### config.mk
export PLATFORM = sky130hd
export DESIGN_NAME = tdm_demux4
export DESIGN_NICKNAME = d
export VERILOG_FILES = /design/src/rtl/tdm_demux4.sv
export SDC_FILE = /design/constraint.sdc
export NUM_CORES = 1
export LEC_CHECK = 0
export ABC_AREA = 0
export CAP_MARGIN = 40
export CORE_ASPECT_RATIO = 0.7
export CORE_UTILIZATION = 50
export DETAILED_ROUTE_END_ITERATION = 12
export DONT_BUFFER_PORTS = 1
export PLACE_DENSITY = 0.61
export SYNTH_ARGS = -nofsm -noshare
export SYNTH_HDL_FRONTEND = slang
export SYNTH_SLANG_ARGS = --single-unit
### constraint.sdc
create_clock -name clk -period 3.7 [get_ports clk]
set_clock_uncertainty 0.1 [all_clocks]
set_input_delay 0.74 -clock clk [delete_from_list [all_inputs] [get_ports clk]]
set_output_delay 0.74 -clock clk [all_outputs]
set_load 0.005 [all_outputs]
### src/rtl/tdm_demux4.sv
// ---------------------------------------------------------------------------
// tdm_demux4
//
// Receive end of a 1-bit, four-slot TDM link. Frame alignment comes from a
// one-cycle frame_sync pulse marking cycle 0 of slot 0. Once enough
// consecutive frame syncs arrive on time, the block declares lock. It then
// samples line_in in the middle of every slot and routes each sample to a
// per-channel registered output with a one-cycle valid strobe.
//
// Parameters:
//   SLOT_CYCLES  clock cycles per slot (2..256); a frame is 4*SLOT_CYCLES.
//   LOCK_FRAMES  consecutive on-time syncs needed to declare lock (1..15).
//
// Ports:
//   clk         single clock, rising edge
//   rst_n       synchronous active-low reset
//   line_in     TDM serial data, slot order 0,1,2,3
//   frame_sync  one-cycle pulse on cycle 0 of slot 0
//   ch_out      bit k = last captured sample of slot k
//   valid       bit k pulses for one cycle when ch_out[k] updates
//   slot_idx    current slot counter
//   locked      high while the link is locked
//   sync_err    one-cycle pulse on loss or misalignment while locked
// ---------------------------------------------------------------------------
module tdm_demux4 #(
    parameter int SLOT_CYCLES = 4,
    parameter int LOCK_FRAMES = 2
) (
    input  logic       clk,
    input  logic       rst_n,
    input  logic       line_in,
    input  logic       frame_sync,
    output logic [3:0] ch_out,
    output logic [3:0] valid,
    output logic [1:0] slot_idx,
    output logic       locked,
    output logic       sync_err
);

    localparam int            CW          = $clog2(SLOT_CYCLES);
    localparam logic [CW-1:0] CYC_LAST    = CW'(SLOT_CYCLES - 1);
    localparam logic [CW-1:0] CYC_MID     = CW'(SLOT_CYCLES / 2);
    localparam logic [CW-1:0] CYC_ONE     = CW'(1);
    localparam logic [3:0]    GOOD_TARGET = 4'(LOCK_FRAMES);

    typedef enum logic [1:0] {
        ST_HUNT    = 2'd0,
        ST_LOCKING = 2'd1,
        ST_LOCKED  = 2'd2
    } state_t;

    state_t        state_q, state_d;
    logic [CW-1:0] cyc_q, cyc_d;
    logic [1:0]    slot_q, slot_d;
    logic [3:0]    good_q, good_d;
    logic          err_d;
    logic          at_start;
    logic          capture;

    // Outside HUNT the counters only read slot 0 / cycle 0 immediately after
    // a frame wrap. A sync always reloads them to cycle 1, so this is exactly
    // the cycle on which the next frame sync is due.
    assign at_start = (cyc_q == '0) && (slot_q == 2'd0);

    // A slot is sampled at its midpoint, but only while the link stays locked
    // through this cycle. A sync that knocks the link out of lock suppresses
    // the sample, so valid is never seen outside the locked state.
    assign capture = (state_q == ST_LOCKED) && !frame_sync && (cyc_q == CYC_MID);

    assign slot_idx = slot_q;
    assign locked   = (state_q == ST_LOCKED);

    // Next-state logic for the alignment FSM and the slot counters. A
    // frame_sync always realigns the counters and takes priority over the
    // natural counter wrap in the same cycle.
    always_comb begin
        state_d = state_q;
        good_d  = good_q;
        err_d   = 1'b0;
        if (cyc_q == CYC_LAST) begin
            cyc_d  = '0;
            slot_d = slot_q + 2'd1;
        end else begin
            cyc_d  = cyc_q + CYC_ONE;
            slot_d = slot_q;
        end

        case (state_q)
            ST_HUNT: begin
                cyc_d  = '0;
                slot_d = 2'd0;
                good_d = 4'd0;
                if (frame_sync) begin
                    state_d = ST_LOCKING;
                    cyc_d   = CYC_ONE;
                end
            end

            ST_LOCKING: begin
                if (frame_sync) begin
                    cyc_d  = CYC_ONE;
                    slot_d = 2'd0;
                    if (at_start) begin
                        if (good_q + 4'd1 == GOOD_TARGET) begin
                            state_d = ST_LOCKED;
                            good_d  = 4'd0;
                        end else begin
                            good_d = good_q + 4'd1;
                        end
                    end else begin
                        good_d = 4'd0;
                    end
                end else if (at_start) begin
                    state_d = ST_HUNT;
                    cyc_d   = '0;
                    slot_d  = 2'd0;
                    good_d  = 4'd0;
                end
            end

            ST_LOCKED: begin
                if (frame_sync) begin
                    cyc_d  = CYC_ONE;
                    slot_d = 2'd0;
                    if (!at_start) begin
                        state_d = ST_LOCKING;
                        good_d  = 4'd0;
                        err_d   = 1'b1;
                    end
                end else if (at_start) begin
                    state_d = ST_HUNT;
                    cyc_d   = '0;
                    slot_d  = 2'd0;
                    good_d  = 4'd0;
                    err_d   = 1'b1;
                end
            end

            default: begin
                state_d = ST_HUNT;
                cyc_d   = '0;
                slot_d  = 2'd0;
                good_d  = 4'd0;
            end
        endcase
    end

    // FSM state, slot counters and the error strobe.
    always_ff @(posedge clk) begin
        if (!rst_n) begin
            state_q  <= ST_HUNT;
            cyc_q    <= '0;
            slot_q   <= 2'd0;
            good_q   <= 4'd0;
            sync_err <= 1'b0;
        end else begin
            state_q  <= state_d;
            cyc_q    <= cyc_d;
            slot_q   <= slot_d;
            good_q   <= good_d;
            sync_err <= err_d;
        end
    end

    // Per-channel sample registers. Only the channel of the current slot is
    // written; the others hold, including across loss of lock.
    always_ff @(posedge clk) begin
        if (!rst_n) begin
            ch_out <= 4'd0;
            valid  <= 4'd0;
        end else begin
            valid <= 4'd0;
            if (capture) begin
                ch_out[slot_q] <= line_in;
                valid[slot_q]  <= 1'b1;
            end
        end
    end

endmodule
==> impl_metrics.tcl, run 1 <==
set metrics [dict create \
    outcome "finished clean" \
    power.density_mw_per_mm2 369 \
    use_met1_pct 28.8 \
    setup-violations-final 0 \
    final_nets 154 \
    ctsHoldBuffers 0 \
    synth_area_leaders "dfxtp_1, ha_1, nand2_1" \
    switchingPower_uw 138 \
    crit_arrival_ns 2.34 \
    antenna_cells 0 \
    syn_area_per_cell_um2 8.44 \
    met2_usage_pct 30.0 \
    antenna_found_initial 0 \
    drc 0 \
    hold_path_class "reg -> reg" \
    synth_cell_type_count 35 \
    period_share_pct 59.1 \
    grt_pass1_wl_um 3780 \
    p_int_uw 295 \
    busiest_layer "met2" \
    hp-start "ch_out[1]$_SDFFE_PN0P_" \
    end_kind "flip-flop" \
    wl_um 2270 \
    ant_nets 0 \
    postSynthCellCount 134 \
    synth_enable_flop_cells 0 \
    drt_iter0_markers 40 \
    endpoint "state_q[0]$_SDFFE_PN0P_" \
    layout-drive-gt1-share_pct 6.72 \
    combinationalPowerShare_pct 23.6 \
    slew_headroom_pct 70.5 \
    synthArstFlopShare_pct 0 \
    htreeDepth 1 \
    fin_ws_ns 1.51 \
    cts_resized 0 \
    hold_violations 0 \
    portBuffers 0 \
    dieWidth_um 58.8 \
    cts_made_buffers 3 \
    syn_nets 153 \
    syn_area_mm2 0.00113 \
    r2r_start "slot_idx[0]$_SDFFE_PP0P_" \
    initial_core_util_pct 57.0 \
    timing.rr.end "state_q[0]$_SDFFE_PN0P_" \
    p_seq_share_pct 50.9 \
    hpwl_um 1730 \
    power_frac_clock_pct 25.5 \
    max-cap-violations 0 \
    syn2layout_area_growth_pct 3.76 \
    cts_buffer_depth 2 \
    leakage_nw 0.458 \
    min_period_ns 2.19 \
    fin_total_pwr_uw 434 \
    worstPathMaxFanout 7 \
    track_usage_pct 20.3 \
    ys.flop_type "dfxtp_1" \
    insertion_delay_ns 0.31 \
    die_h_um 41.8 \
    switching_share_pct 31.9 \
    via_count 911 \
    core_region_area_mm2 0.00198 \
    path_class "reg -> reg" \
    crit_path_start "slot_idx[0]$_SDFFE_PP0P_" \
    setup_tns_ns 0 \
    postCtsSetupBuffers 0 \
    viasPerCell 5.55 \
    cp.required_ns 3.85 \
    first_pass_iters 4 \
    irDropWorstVdd_uv 199 \
    grt.overflow.total 0 \
    grt_max_degree 18 \
    synth_top_area_share_pct 33.6 \
    numClockSinks 19 \
    multi_input_area_um2 694 \
    clk_pin_slew_ns 0.12 \
    routedWlPerCell_um 13.9 \
    dieArea_mm2 0.00246 \
    cts_root_buffer "clkbuf_4" \
    rows 13 \
    rr_worst_depth 8 \
    yosys.area.top_type "dfxtp_1" \
    worstMarginPinSlew_ns 0.437 \
    ioPinCount 16 \
    gr-usage-met3_pct 6.23 \
    place_ws_ns 1.57 \
    gp_congestion 0.869 \
    cp-start-kind "flip-flop" \
    rsz0062_at_grt "no" \
    layout.area.seq_um2 380 \
    yosysSeqAreaShare_pct 33.6 \
    max_clock_freq_mhz 457 \
    grt_pass1_vias 801 \
    yosys_warnings 0 \
    r2r_setup_slack_ns 1.51 \
    synth-seq-cells 19 \
    nFillCells 185 \
    cts_tree "built" \
    drv_slew 0 \
]
==> cell usage in the layout, fill, tap and decap left out, types with 3 or more instances in the layout <==
cell type	Yosys	final
a21oi_1	8	8
nand3_1	11	11
clkbuf_4	0	3
a21boi_0	7	7
and3_1	7	7
nor2b_1	4	4
o21ai_0	4	4
nand2_1	15	15
nor2_1	7	7
inv_1	8	8
ha_1	15	15
dfxtp_1	19	19
==> cells in the mapped netlist (2+ instances only) <==
cell type,instances
nor2b_1,4
a21boi_0,7
nand2_1,15
ha_1,15
o2111ai_1,2
o21ai_0,4
inv_1,8
clkbuf_1,2
buf_4,2
and3_1,7
nor2_1,7
nor3b_1,2
dfxtp_1,19
nand3_1,11
a21oi_1,8
and2_1,2
==> logic make-up (layout without fill, tap and decap cells) <==
logic type / Yosys count / in the layout / synth area share, %
and+or+nand+nor: 57 / 57 / 26.4
AOI/OAI and AO/OA: 28 / 28 / 16.7
DFF: 19 / 19 / 33.6
adders and majority gates: 15 / 15 / 16.6
buffers and inverters: 13 / 13 / 4.98
xor gates and xnor gates: 1 / 1 / 0.774
muxes: 1 / 1 / 0.885
==> power by group through the flow <==
stage | sequential, mW | clock [mW] | combinational (mW)
2_1_floorplan | 0.223 | 0 | 0.0844
3_3_place_gp | 0.225 | 0 | 0.0969
3_5_place_dp | 0.225 | 0 | 0.100
4_1_cts | 0.221 | 0.112 | 0.101
5_1_grt | 0.222 | 0.121 | 0.114
6_report | 0.221 | 0.111 | 0.103
==> metal layers <==
layer  vias up  routed length (µm)
met4         0                  10
li1        462                   -
met2        23                 961
met1       424                1190
met5         -                   0
met3         2                 113
==> metrics by stage <==
step / instances / utilization [%] / cell area [µm²] / hold WS, ns
global placement: 160 / 57.8 / 1150 / 0.374
CTS: 164 / 59.1 / 1170 / 0.407
global route: 164 / 59.1 / 1170 / 0.437
detailed placement: 160 / 57.8 / 1150 / 0.390
floorplan: 134 / - / 1130 / 0.360
finish: 164 / 59.1 / 1170 / 0.401
==> worst min-delay path by stage <==
stage	to	slack (ns)	cells after the start
2_1_floorplan	ch_out[3]$_SDFFE_PN0P_	0.36	2
3_3_place_gp	ch_out[3]$_SDFFE_PN0P_	0.37	2
3_5_place_dp	ch_out[3]$_SDFFE_PN0P_	0.39	2
4_1_cts	ch_out[3]$_SDFFE_PN0P_	0.41	2
5_1_grt	ch_out[0]$_SDFFE_PN0P_	0.44	2
6_report	ch_out[1]$_SDFFE_PN0P_	0.40	2
==> registers in the layout (all words and copies together), names as in the netlist <==
name,flops
slot_idx,2
sync_err,1
good_q,4
ch_out,4
valid,4
cyc_q,2
state_q,2
==> worst max-delay path, stage by stage, from the launching register on <==
cell      delay (ns)
dfxtp_1         0.38
inv_1           0.10
ha_1            0.30
nand2_2         0.14
ha_1            0.21
a22oi_1         0.14
nand2_1         0.13
or4_1           0.49
a21boi_1        0.13
==> area by class of cell <==
class | instances | share of cell area [%]
clock buffers | 3 | 1.92
clock inverters | 1 | 0.426
inverters | 9 | 2.88
multi-input cells | 102 | 59.2
flip-flops and latches | 19 | 32.4
well taps | 30 | 3.20
Power figures use the tool's default switching activity.
==> inputs of run 2 (changes only) <==
- PLACE_DENSITY: 0.61 -> 0.64
- clock period: 3.7 -> 2 ns (I/O delays scaled with it)
==> impl_metrics.tcl, run 2 (same netlist as run 1, synthesis figures left out) <==
set metrics [dict create \
    htreeDepth 1 \
    max_clock_freq_mhz 531 \
    end_kind "flip-flop" \
    setup-violations-final 0 \
    rsz0062_at_grt "yes" \
    rr_worst_depth 8 \
    mostFrequentLayoutCells "dfxtp_1, nand2_1, nand3_1, ha_1, a21oi_1" \
    cpMostUsedCell "nand2_2" \
    hold_depth 2 \
    fin_area_mm2 0.00126 \
    cts_made_buffers 3 \
    final_nets 160 \
    first_pass_iters 5 \
    wl_met2_um 1010 \
    dieWidth_um 58.8 \
    worstMarginPinSlew_ns 0.294 \
    period_share_pct 94.1 \
    routedWlPerCell_um 14.4 \
    cp-start-kind "flip-flop" \
    outcome "finished clean" \
    drt_iter0_markers 44 \
    syn2layout_area_growth_pct 11.7 \
    via_count 952 \
    hold_violations 0 \
    hold_path_class "in -> reg" \
    cts_root_buffer "clkbuf_4" \
    wl_met3_um 180 \
    power.density_mw_per_mm2 668 \
    rows 13 \
    ctsHoldBuffers 0 \
    min_period_ns 1.88 \
    irDropWorstVdd_uv 373 \
    cts_buffer_depth 2 \
    layout-drive-gt1-share_pct 18.6 \
    top_layer_used "met4" \
    path_class "reg -> reg" \
    drc 0 \
    wl_um 2440 \
    grt_pass1_wl_um 3900 \
    track_usage_pct 21.5 \
    worst_path_max_delay_cell "or4_1" \
    ioPinCount 16 \
    setup_tns_ns 0 \
    crit_chain "inv_1 > ha_4 > nand2_2 > ha_1 > a22oi_2 > nand2_2 > or4_1 > a21boi_1" \
    hp-start "rst_n" \
    hpwl_um 1810 \
    biggestRegsByFlops "ch_out (4), good_q (4), valid (4)" \
    cp.required_ns 2.15 \
    cts_tree "built" \
    layout_commonest_cell "dfxtp_1" \
    grt.overflow.total 0 \
    antenna_cells 0 \
    final_util_pct 63.7 \
    place_area_mm2 0.00118 \
    grt_pass1_vias 814 \
    hold_ws_ns 0.123 \
    viasPerCell 5.60 \
    r2r_start "cyc_q[1]$_SDFF_PN0_" \
    core_region_area_mm2 0.00198 \
    worstPathMaxFanout 6 \
    numClockSinks 19 \
    leakage_nw 0.492 \
    slew_headroom_pct 80.3 \
    crit_arrival_ns 2.03 \
    ant_nets 0 \
    critPathMaxStageDelay_ns 0.47 \
    antenna_found_initial 0 \
    initial_core_util_pct 57.0 \
    met1Wirelength_um 1210 \
    grt_max_degree 18 \
    insertion_delay_ns 0.31 \
    clk_pin_slew_ns 0.11 \
    fin_ws_ns 0.118 \
    crit_path_start "cyc_q[1]$_SDFF_PN0_" \
    max-cap-violations 0 \
    drv_slew 0 \
    portBuffers 0 \
    gp_congestion 0.907 \
    dieArea_mm2 0.00246 \
    die_h_um 41.8 \
    place_ws_ns 0.0334 \
]
run 2: cell types whose count changed in the layout (fill, tap and decap cells not counted), sizes merged:
| cell | delta |
|---|---|
| buf | +6 |
run 2: layout make-up:
cell class	count	area, µm²
Inverter	9	33.8
Clock inverter	1	5.00
Tap cell	30	37.5
Sequential cell	19	383
Timing Repair Buffer	6	45.0
Multi-Input combinational cell	102	737
Fill cell	167	721
Clock buffer	3	22.5
run 2: worst max-delay path, delay by kind of cell (launching register included):
kind | cells | cell delay, ns
buf+inv | 1 | 0.11
compound gates | 2 | 0.26
fa+ha+maj | 2 | 0.35
flops | 1 | 0.35
simple gates | 3 | 0.65
run 2: worst paths after layout:
kind                                   to  slack (ns)
hold reg to reg    ch_out[2]$_SDFFE_PN0P_        0.39
hold / removal     good_q[0]$_SDFFE_PN0N_        0.12
setup reg to reg  state_q[0]$_SDFFE_PN0P_        0.12
setup / recovery  state_q[0]$_SDFFE_PN0P_        0.12
run 2: what timing repair did:
item / CTS / global route
pin swaps: 0 / 2
endpoints found under the setup margin: 1 / 9
gates resized for setup: 1 / 13
buffers inserted: 0 / 1
run 2: per-layer routing:
| layer | vias to the layer above | global-route usage, % |
|---|---|---|
| li1 | 477 | - |
| met1 | 438 | 31.0 |
| met2 | 33 | 29.5 |
| met3 | 4 | 7.48 |
| met4 | 0 | 6.67 |
| met5 | - | 0 |
run 2: power breakdown:
part | internal, mW | switching (mW) | total (mW)
clock | 0.0749 | 0.126 | 0.200
sequential | 0.392 | 0.0169 | 0.409
combinational | 0.106 | 0.129 | 0.235
total | 0.573 | 0.271 | 0.844
run 2: per-stage QoR:
| stage | std cells | total power [mW] |
|---|---|---|
| floorplan | 134 | 0.568 |
| global placement | 165 | 0.606 |
| detailed placement | 165 | 0.618 |
| CTS | 169 | 0.818 |
| global route | 170 | 0.895 |
| finish | 170 | 0.844 |
